===== config.mk =====
export PLATFORM = sky130hd
export DESIGN_NAME = ram_fifo_ctrl
export DESIGN_NICKNAME = d
export VERILOG_FILES = /design/src/rtl/fifo_pkg.sv /design/src/rtl/fifo_ptr.sv /design/src/rtl/ram_fifo_ctrl.sv
export SDC_FILE = /design/constraint.sdc
export NUM_CORES = 1
export LEC_CHECK = 0
export ABC_CLOCK_PERIOD_IN_PS = 5950
export BUFFER_PORTS_ARGS = -buffer_cell sky130_fd_sc_hd__buf_2
export CAP_MARGIN = 20
export CORE_ASPECT_RATIO = 0.5
export CORE_MARGIN = 8
export CORE_UTILIZATION = 35
export CTS_CLUSTER_DIAMETER = 120
export DETAILED_ROUTE_END_ITERATION = 7
export GPL_ROUTABILITY_DRIVEN = 0
export GPL_TIMING_DRIVEN = 0
export RECOVER_POWER = 100
export SYNTH_ARGS = -nofsm -noshare
export SYNTH_HDL_FRONTEND = slang
export SYNTH_SLANG_ARGS = --single-unit

===== constraint.sdc =====
create_clock -name clk -period 5.95 [get_ports clk]
set_input_delay 0.2975 -clock clk [delete_from_list [all_inputs] [get_ports clk]]
set_output_delay 0.2975 -clock clk [all_outputs]
set_load 0.01 [all_outputs]

===== src/rtl/fifo_pkg.sv =====
// Shared constants and types for the RAM-backed FIFO controller.
// Geometry defaults describe the 16x8 dual-port RAM the controller normally sequences.
package fifo_pkg;

  localparam int DEF_DATA_W = 8;
  localparam int DEF_ADDR_W = 4;
  localparam int DEPTH      = 2 ** DEF_ADDR_W;
  localparam int CNT_W      = DEF_ADDR_W + 1;

  // Encoded as {push_ok, pop_ok} so the accept pair can be cast directly.
  typedef enum logic [1:0] {
    OP_IDLE = 2'b00,
    OP_POP  = 2'b01,
    OP_PUSH = 2'b10,
    OP_BOTH = 2'b11
  } op_e;

endpackage


===== src/rtl/fifo_ptr.sv =====
// Wrapping FIFO pointer: low ADDR_W bits address the RAM, MSB is the wrap bit.
// Counts modulo 2**(ADDR_W+1) on inc; synchronous active-high reset to zero.
module fifo_ptr #(
  parameter int ADDR_W = 4
) (
  input  logic            clk,
  input  logic            rst,
  input  logic            inc,
  output logic [ADDR_W:0] ptr
);

  logic [ADDR_W:0] ptr_reg;

  always_ff @(posedge clk) begin
    if (rst) begin
      ptr_reg <= '0;
    end else if (inc) begin
      ptr_reg <= ptr_reg + 1'b1;
    end
  end

  assign ptr = ptr_reg;

endmodule


===== src/rtl/ram_fifo_ctrl.sv =====
// Sequences an external synchronous dual-port RAM as a FIFO: port A writes, port B reads.
// Tracks occupancy and flags; pop_data is the RAM's registered port-B output passed through.
module ram_fifo_ctrl
  import fifo_pkg::*;
#(
  parameter int DATA_W   = DEF_DATA_W,
  parameter int ADDR_W   = DEF_ADDR_W,
  parameter int AF_LEVEL = 12
) (
  input  logic              clk,
  input  logic              rst,
  input  logic              push,
  input  logic [DATA_W-1:0] push_data,
  output logic              full,
  output logic              almost_full,
  input  logic              pop,
  output logic [DATA_W-1:0] pop_data,
  output logic              pop_valid,
  output logic              empty,
  output logic [ADDR_W:0]   count,
  output logic              overflow,
  output logic              underflow,
  output logic              ram_we_a,
  output logic [ADDR_W-1:0] ram_addr_a,
  output logic [DATA_W-1:0] ram_din_a,
  output logic              ram_we_b,
  output logic [ADDR_W-1:0] ram_addr_b,
  output logic [DATA_W-1:0] ram_din_b,
  input  logic [DATA_W-1:0] ram_dout_b
);

  localparam int              PTR_W  = ADDR_W + 1;
  localparam logic [PTR_W-1:0] AF_THR = PTR_W'(AF_LEVEL);

  logic [PTR_W-1:0] wr_ptr;
  logic [PTR_W-1:0] rd_ptr;
  logic [PTR_W-1:0] count_reg;
  logic             pop_valid_reg;
  logic             overflow_reg;
  logic             underflow_reg;
  logic             push_ok;
  logic             pop_ok;
  op_e              op;

  // Flags come only from registered pointers, never from this cycle's requests.
  assign empty = (wr_ptr == rd_ptr);
  assign full  = (wr_ptr[ADDR_W] != rd_ptr[ADDR_W]) &&
                 (wr_ptr[ADDR_W-1:0] == rd_ptr[ADDR_W-1:0]);

  // Reset masks both requests so no RAM write is issued while rst is high.
  assign push_ok = push & ~full  & ~rst;
  assign pop_ok  = pop  & ~empty & ~rst;
  assign op      = op_e'({push_ok, pop_ok});

  fifo_ptr #(.ADDR_W(ADDR_W)) u_wr_ptr (
    .clk (clk),
    .rst (rst),
    .inc (push_ok),
    .ptr (wr_ptr)
  );

  fifo_ptr #(.ADDR_W(ADDR_W)) u_rd_ptr (
    .clk (clk),
    .rst (rst),
    .inc (pop_ok),
    .ptr (rd_ptr)
  );

  always_ff @(posedge clk) begin
    if (rst) begin
      count_reg     <= '0;
      pop_valid_reg <= 1'b0;
      overflow_reg  <= 1'b0;
      underflow_reg <= 1'b0;
    end else begin
      case (op)
        OP_PUSH: count_reg <= count_reg + 1'b1;
        OP_POP:  count_reg <= count_reg - 1'b1;
        default: count_reg <= count_reg;
      endcase
      pop_valid_reg <= pop_ok;
      overflow_reg  <= overflow_reg  | (push & full);
      underflow_reg <= underflow_reg | (pop & empty);
    end
  end

  assign count       = count_reg;
  assign almost_full = (count_reg >= AF_THR);
  assign pop_valid   = pop_valid_reg;
  assign overflow    = overflow_reg;
  assign underflow   = underflow_reg;

  // The RAM registers port B on the pop edge, so its output lines up with pop_valid.
  assign pop_data   = ram_dout_b;
  assign ram_we_a   = push_ok;
  assign ram_addr_a = wr_ptr[ADDR_W-1:0];
  assign ram_din_a  = push_data;
  assign ram_we_b   = 1'b0;
  assign ram_addr_b = rd_ptr[ADDR_W-1:0];
  assign ram_din_b  = '0;

endmodule

Yosys cells after proc, flatten, opt, wreduce, memory -nomap -nowiden:

Index checks and enable logic that the tools add are counted.

* bits in registers: 18
* word-level logic and storage cells: 30
* input port bits: 20
* output and inout port bits: 45

* muxes and demuxes: 1
* add/sub/neg operators: 4
* equal/unequal tests: 5
* bitwise logic cells: 11
* $lt $le $gt $ge: 1
* reductions and logical operators: 2

Operators by type and width (count)
* 5-bit by 1-bit adder with 5-bit output, second input constant: 3
* 5-bit case mux with 2 select lines: 1
* 1-bit bitwise AND: 6
* 5-bit equality test: 1
* 5-bit by 4-bit greater-or-equal comparator with 1-bit output, second input constant: 1
* 5-bit by 1-bit subtractor with 5-bit output, second input constant: 1
* 4-bit equality test: 1
* 1-bit inverter: 3
* 2-bit by 1-bit equality test with 1-bit output, second input constant: 1
* 2-bit equality test, second input constant: 1
* 1-bit bitwise OR: 2
* 2-bit nonzero test: 1
* 1-bit logical AND: 1
* 1-bit != test: 1

Depth between registers and ports, before layout:

* depth after elaboration: 7
* depth in mapped cells: 10
* gate-level depth less buffers: 10

By module:

From an unflattened synthesis, not the netlist that was laid out.

* cells, all modules: 128
* area, all modules: 1186.1 µm²

Modules (own cells, without submodules)
* ram_fifo_ctrl: area each 690.7 µm², times used 1, sequential area each 160.2 µm², cells each 84
* fifo_ptr: area each 247.7 µm², times used 2, sequential area each 100.1 µm², cells each 22

Least setup slack after synthesis:

No wires, ideal clock.

* path kind: reg2reg
* start: register u_wr_ptr.ptr_reg[0], in the netlist u_wr_ptr.ptr[0]
* end: register count_reg[4], in the netlist count[4]
* stages on the path, launching flop included: 11
* setup time: 0.121 ns
* data required time: 5.829 ns
* arrival time: 2.784 ns
* setup slack: 3.045 ns
* path through: dfxtp_1 -> xor2_1 -> nor4_2 -> a21boi_0 -> or2b_1 -> ha_1 -> fa_1 -> a21o_1 -> a21oi_1 -> mux2i_1 -> mux2_2

* word-level cells in the longest chain between the ends: 7
* elaborated cells between the ends (all ways): 13
* those cells by class: eq/ne (4); mux (1); bitwise (6); reduce/logical (2)

Ends and longest elaborated chain
* start, declared: RTL line fifo_ptr.sv:12 `logic [ADDR_W:0] ptr_reg;`
* start signal, assigned: RTL line fifo_ptr.sv:18 `ptr_reg <= ptr_reg + 1'b1;`
* 4-bit equality test: RTL line ram_fifo_ctrl.sv:48 `(wr_ptr[ADDR_W-1:0] == rd_ptr[ADDR_W-1:0]);`
* 1-bit logical AND: RTL line ram_fifo_ctrl.sv:47 `assign full = (wr_ptr[ADDR_W] != rd_ptr[ADDR_W]) &&`
* 1-bit inverter: RTL line ram_fifo_ctrl.sv:51 `assign push_ok = push & ~full & ~rst;`
* 1-bit bitwise AND (2 in series): RTL line ram_fifo_ctrl.sv:51
* 2-bit by 1-bit equality test with 1-bit output or 2-bit equality test (tied branches): RTL line ram_fifo_ctrl.sv:76 `case (op)`
* 5-bit case mux with 2 select lines or 2-bit nonzero test (tied branches)
* end signal, assigned: RTL line ram_fifo_ctrl.sv:77 `OP_PUSH: count_reg <= count_reg + 1'b1;`
* end signal, assigned: RTL line ram_fifo_ctrl.sv:78 `OP_POP: count_reg <= count_reg - 1'b1;`
* end signal, assigned: RTL line ram_fifo_ctrl.sv:79 `default: count_reg <= count_reg;`
* end, declared: RTL line ram_fifo_ctrl.sv:37 `logic [PTR_W-1:0] count_reg;`

Several ways; a longest one is shown, not always the timed one.
A chain may end at the register's enable or synchronous reset.

Worst setup path in the final report:

* start: register u_rd_ptr.ptr_reg[0], in the netlist u_rd_ptr.ptr[0]
* end: register count_reg[4], in the netlist count[4]

* elaborated cells between the ends (all ways): 13
* those cells by class: eq/ne (4); mux (1); bitwise (6); reduce/logical (2)

RTL lines
* start, declared: RTL line fifo_ptr.sv:12
* start signal, assigned: RTL line fifo_ptr.sv:18
* 5-bit equality test *: RTL line ram_fifo_ctrl.sv:46 `assign empty = (wr_ptr == rd_ptr);`
* 1-bit inverter *: RTL line ram_fifo_ctrl.sv:52 `assign pop_ok = pop & ~empty & ~rst;`
* 1-bit bitwise AND * (2 in series): RTL line ram_fifo_ctrl.sv:52
* named net pop_ok: RTL line ram_fifo_ctrl.sv:42 `logic pop_ok;`
* 2-bit by 1-bit equality test with 1-bit output or 2-bit equality test (tied branches): RTL line ram_fifo_ctrl.sv:76
* 5-bit case mux with 2 select lines or 2-bit nonzero test (tied branches)

The timed path passes the listed nets; every way through them passes the cells marked *.

==> impl_metrics.env <==
export IMPL_ys_warn_count=0
export IMPL_wirelength_mm=2.92
export IMPL_final_nets=226
export IMPL_swShare=0.318
export IMPL_wl_per_cell_um=11.7
export IMPL_path_cells="xor2_1, nor4_1, a21boi_0, nor2b_1, ha_1, fa_1, a21o_1, a21oi_1, mux2i_1, mux2_2"
export IMPL_grt_pass1_wl_mm=4.74
export IMPL_cts_setup_buffers=0
export IMPL_rows=15
export IMPL_drcViolationCount=0
export IMPL_placed_cell_area_um2=1580
export IMPL_worst_pin_slew_ns=0.553
export IMPL_cts_resized=0
export IMPL_ir_drop_mv=0.0725
export IMPL_port_buffers=39
export IMPL_synth_cell_type_count=24
export IMPL_synth_seq_cells=18
export IMPL_final_common_cell="clkbuf_1"
export IMPL_worstPathMaxFanout=6
export IMPL_switchingPower_mw=0.111
export IMPL_syn_area_um2=1290
export IMPL_synthFlopType="dfxtp_1"
export IMPL_hold_viol=0
export IMPL_ys_seq_area_frac=0.279
export IMPL_most_common_layout_cells="clkbuf_1, buf_4, dfxtp_1"
export IMPL_syn_inst=147
export IMPL_cp_slowest_cell="nor4_1"
export IMPL_synth_avg_cell_area_um2=8.78
export IMPL_power_density_nw_per_um2=220
export IMPL_seqPwrFrac=0.406
export IMPL_drt_first_pass_iters=4
export IMPL_power_leakage_nw=0.804
export IMPL_startpoint="u_rd_ptr.ptr[0]"
export IMPL_drtAntennaViolNets=0
export IMPL_grt_max_degree=11
export IMPL_dpl_hpwl_mm=2.34
export IMPL_crit_family="adder cells"
export IMPL_status="completed"
export IMPL_design_area_um2=1590
export IMPL_hold_class="in -> reg"
export IMPL_rsz0062_at_grt="false"
export IMPL_insertion_delay_ns=0.26
export IMPL_clockRootBuffer="clkbuf_8"
export IMPL_hold_buffers=0
export IMPL_startpoint_type="register"
export IMPL_antennaDiodeCount=0
export IMPL_setup_tns_ns=0
export IMPL_grt_antenna_before_repair=0
export IMPL_grtUsageTotal=0.0973
export IMPL_setup_slack_ns=2.70
export IMPL_htreeDepth=1
export IMPL_period_needed_ns=3.25
export IMPL_fin_skew_ns=0.000847
export IMPL_synth_edff_count=0
export IMPL_path_buf_inv=0
export IMPL_setup_violations=0
export IMPL_viasPerCell=4.38
export IMPL_fmax_ghz=0.308
export IMPL_ios=65
export IMPL_arrival_ns=3.40
export IMPL_r2r_start="u_rd_ptr.ptr[0]"
export IMPL_overflow=0
export IMPL_cts_tree="yes"
export IMPL_die_x_um=102
export IMPL_combPwrFrac=0.299
export IMPL_path_class="reg -> reg"
export IMPL_num_vias=1091
export IMPL_start_util=0.370
export IMPL_holdCritStartpoint="pop"
export IMPL_relSlewSlack=0.628
export IMPL_maxSlewViolCount=0
export IMPL_whs_ns=0.342
export IMPL_power_share_clock=0.295
export IMPL_cp_slowest_stage_delay_ns=0.43
export IMPL_dieArea_um2=6010
export IMPL_cts_reportedPaths_clkPinSlew_ns=0.07
export IMPL_cts_max_path_buffers=2
export IMPL_timing_final_crit_share=0.546
export IMPL_areaGrowthSynthToFinish_pct=23.4
export IMPL_drive_gt1_frac=0.298
export IMPL_grt_pass1_vias=1061
export IMPL_drtIter0Drc=18
export IMPL_drv_cap=0
export IMPL_dp_slack_ns=2.72
export IMPL_endpoint_kind="register"
export IMPL_internal_power_mw=0.238
export IMPL_cts_sinks=18
export IMPL_cts_buffers_inserted=3
export IMPL_power_total_mw=0.350
export IMPL_async_flop_share=0
export IMPL_critical_path_required_ns=6.10
export IMPL_die_h_um=59.0
export IMPL_core_um2=3490
[cells in the mapped netlist, types with 3 or more instances]
master / instances / area share
buf_4: 34 / 0.20
dfxtp_1: 18 / 0.28
nor2_1: 16 / 0.047
nor2b_1: 13 / 0.063
a21oi_1: 9 / 0.035
mux2_2: 9 / 0.078
xor2_1: 7 / 0.047
ha_1: 6 / 0.058
clkbuf_1: 4 / 0.012
mux2i_1: 4 / 0.031
nand2b_1: 4 / 0.019
nand4_1: 4 / 0.019
a21o_1: 3 / 0.017
[path summary, 6_finish.rpt]
path	end	cells after the start	slack, ns
setup / recovery	count[4]	10	2.70
hold / removal	underflow	3	0.34
setup reg to reg	count[4]	10	2.70
hold reg to reg	overflow	2	0.49
[per-layer routing]
metal	vias to the layer above	global-route usage	part of all wire
met5	-	0	0
met4	0	0.0372	0.013
met3	5	0.0388	0.14
met2	53	0.171	0.44
met1	485	0.104	0.41
li1	548	-	-
[power groups by stage]
stage	combinational (mW)	sequential, mW	clock (mW)
global placement	0.111	0.144	0
finish	0.105	0.142	0.103
detailed placement	0.113	0.145	0
global route	0.117	0.144	0.111
CTS	0.114	0.142	0.105
floorplan	0.0793	0.145	0
[cell families (layout without fill, tap and decap cells)]
family / Yosys count / count (layout) / share of synthesized area
buffers and inverters: 38 / 81 / 0.209
DFF: 18 / 18 / 0.279
AOI/OAI and AO/OA: 17 / 17 / 0.0795
and+or+nand+nor: 44 / 44 / 0.185
adders and majority gates: 7 / 7 / 0.0736
other: 1 / 9 / 0.00290
muxes: 13 / 13 / 0.109
xor gates and xnor gates: 9 / 9 / 0.0610
[stage by stage]
stage | util | instances
final | 0.456 | 249
after global routing | 0.456 | 249
after CTS | 0.468 | 249
after detailed placement | 0.453 | 245
after global placement | 0.453 | 245
after floorplan | - | 155
[area by class of cell]
class	count	area (um^2)
plain buffers	38	267
clock buffers	4	55.1
fillers	365	1900
multi-input cells	99	684
flip-flops and latches	18	360
well taps	51	63.8
repair buffers	39	163
[tightest hold or removal path, cell delays in order]
cell and delay (ns):
buf_2 0.12, a31oi_1 0.08, nor2_1 0.07
Power figures use the tool's default switching activity.
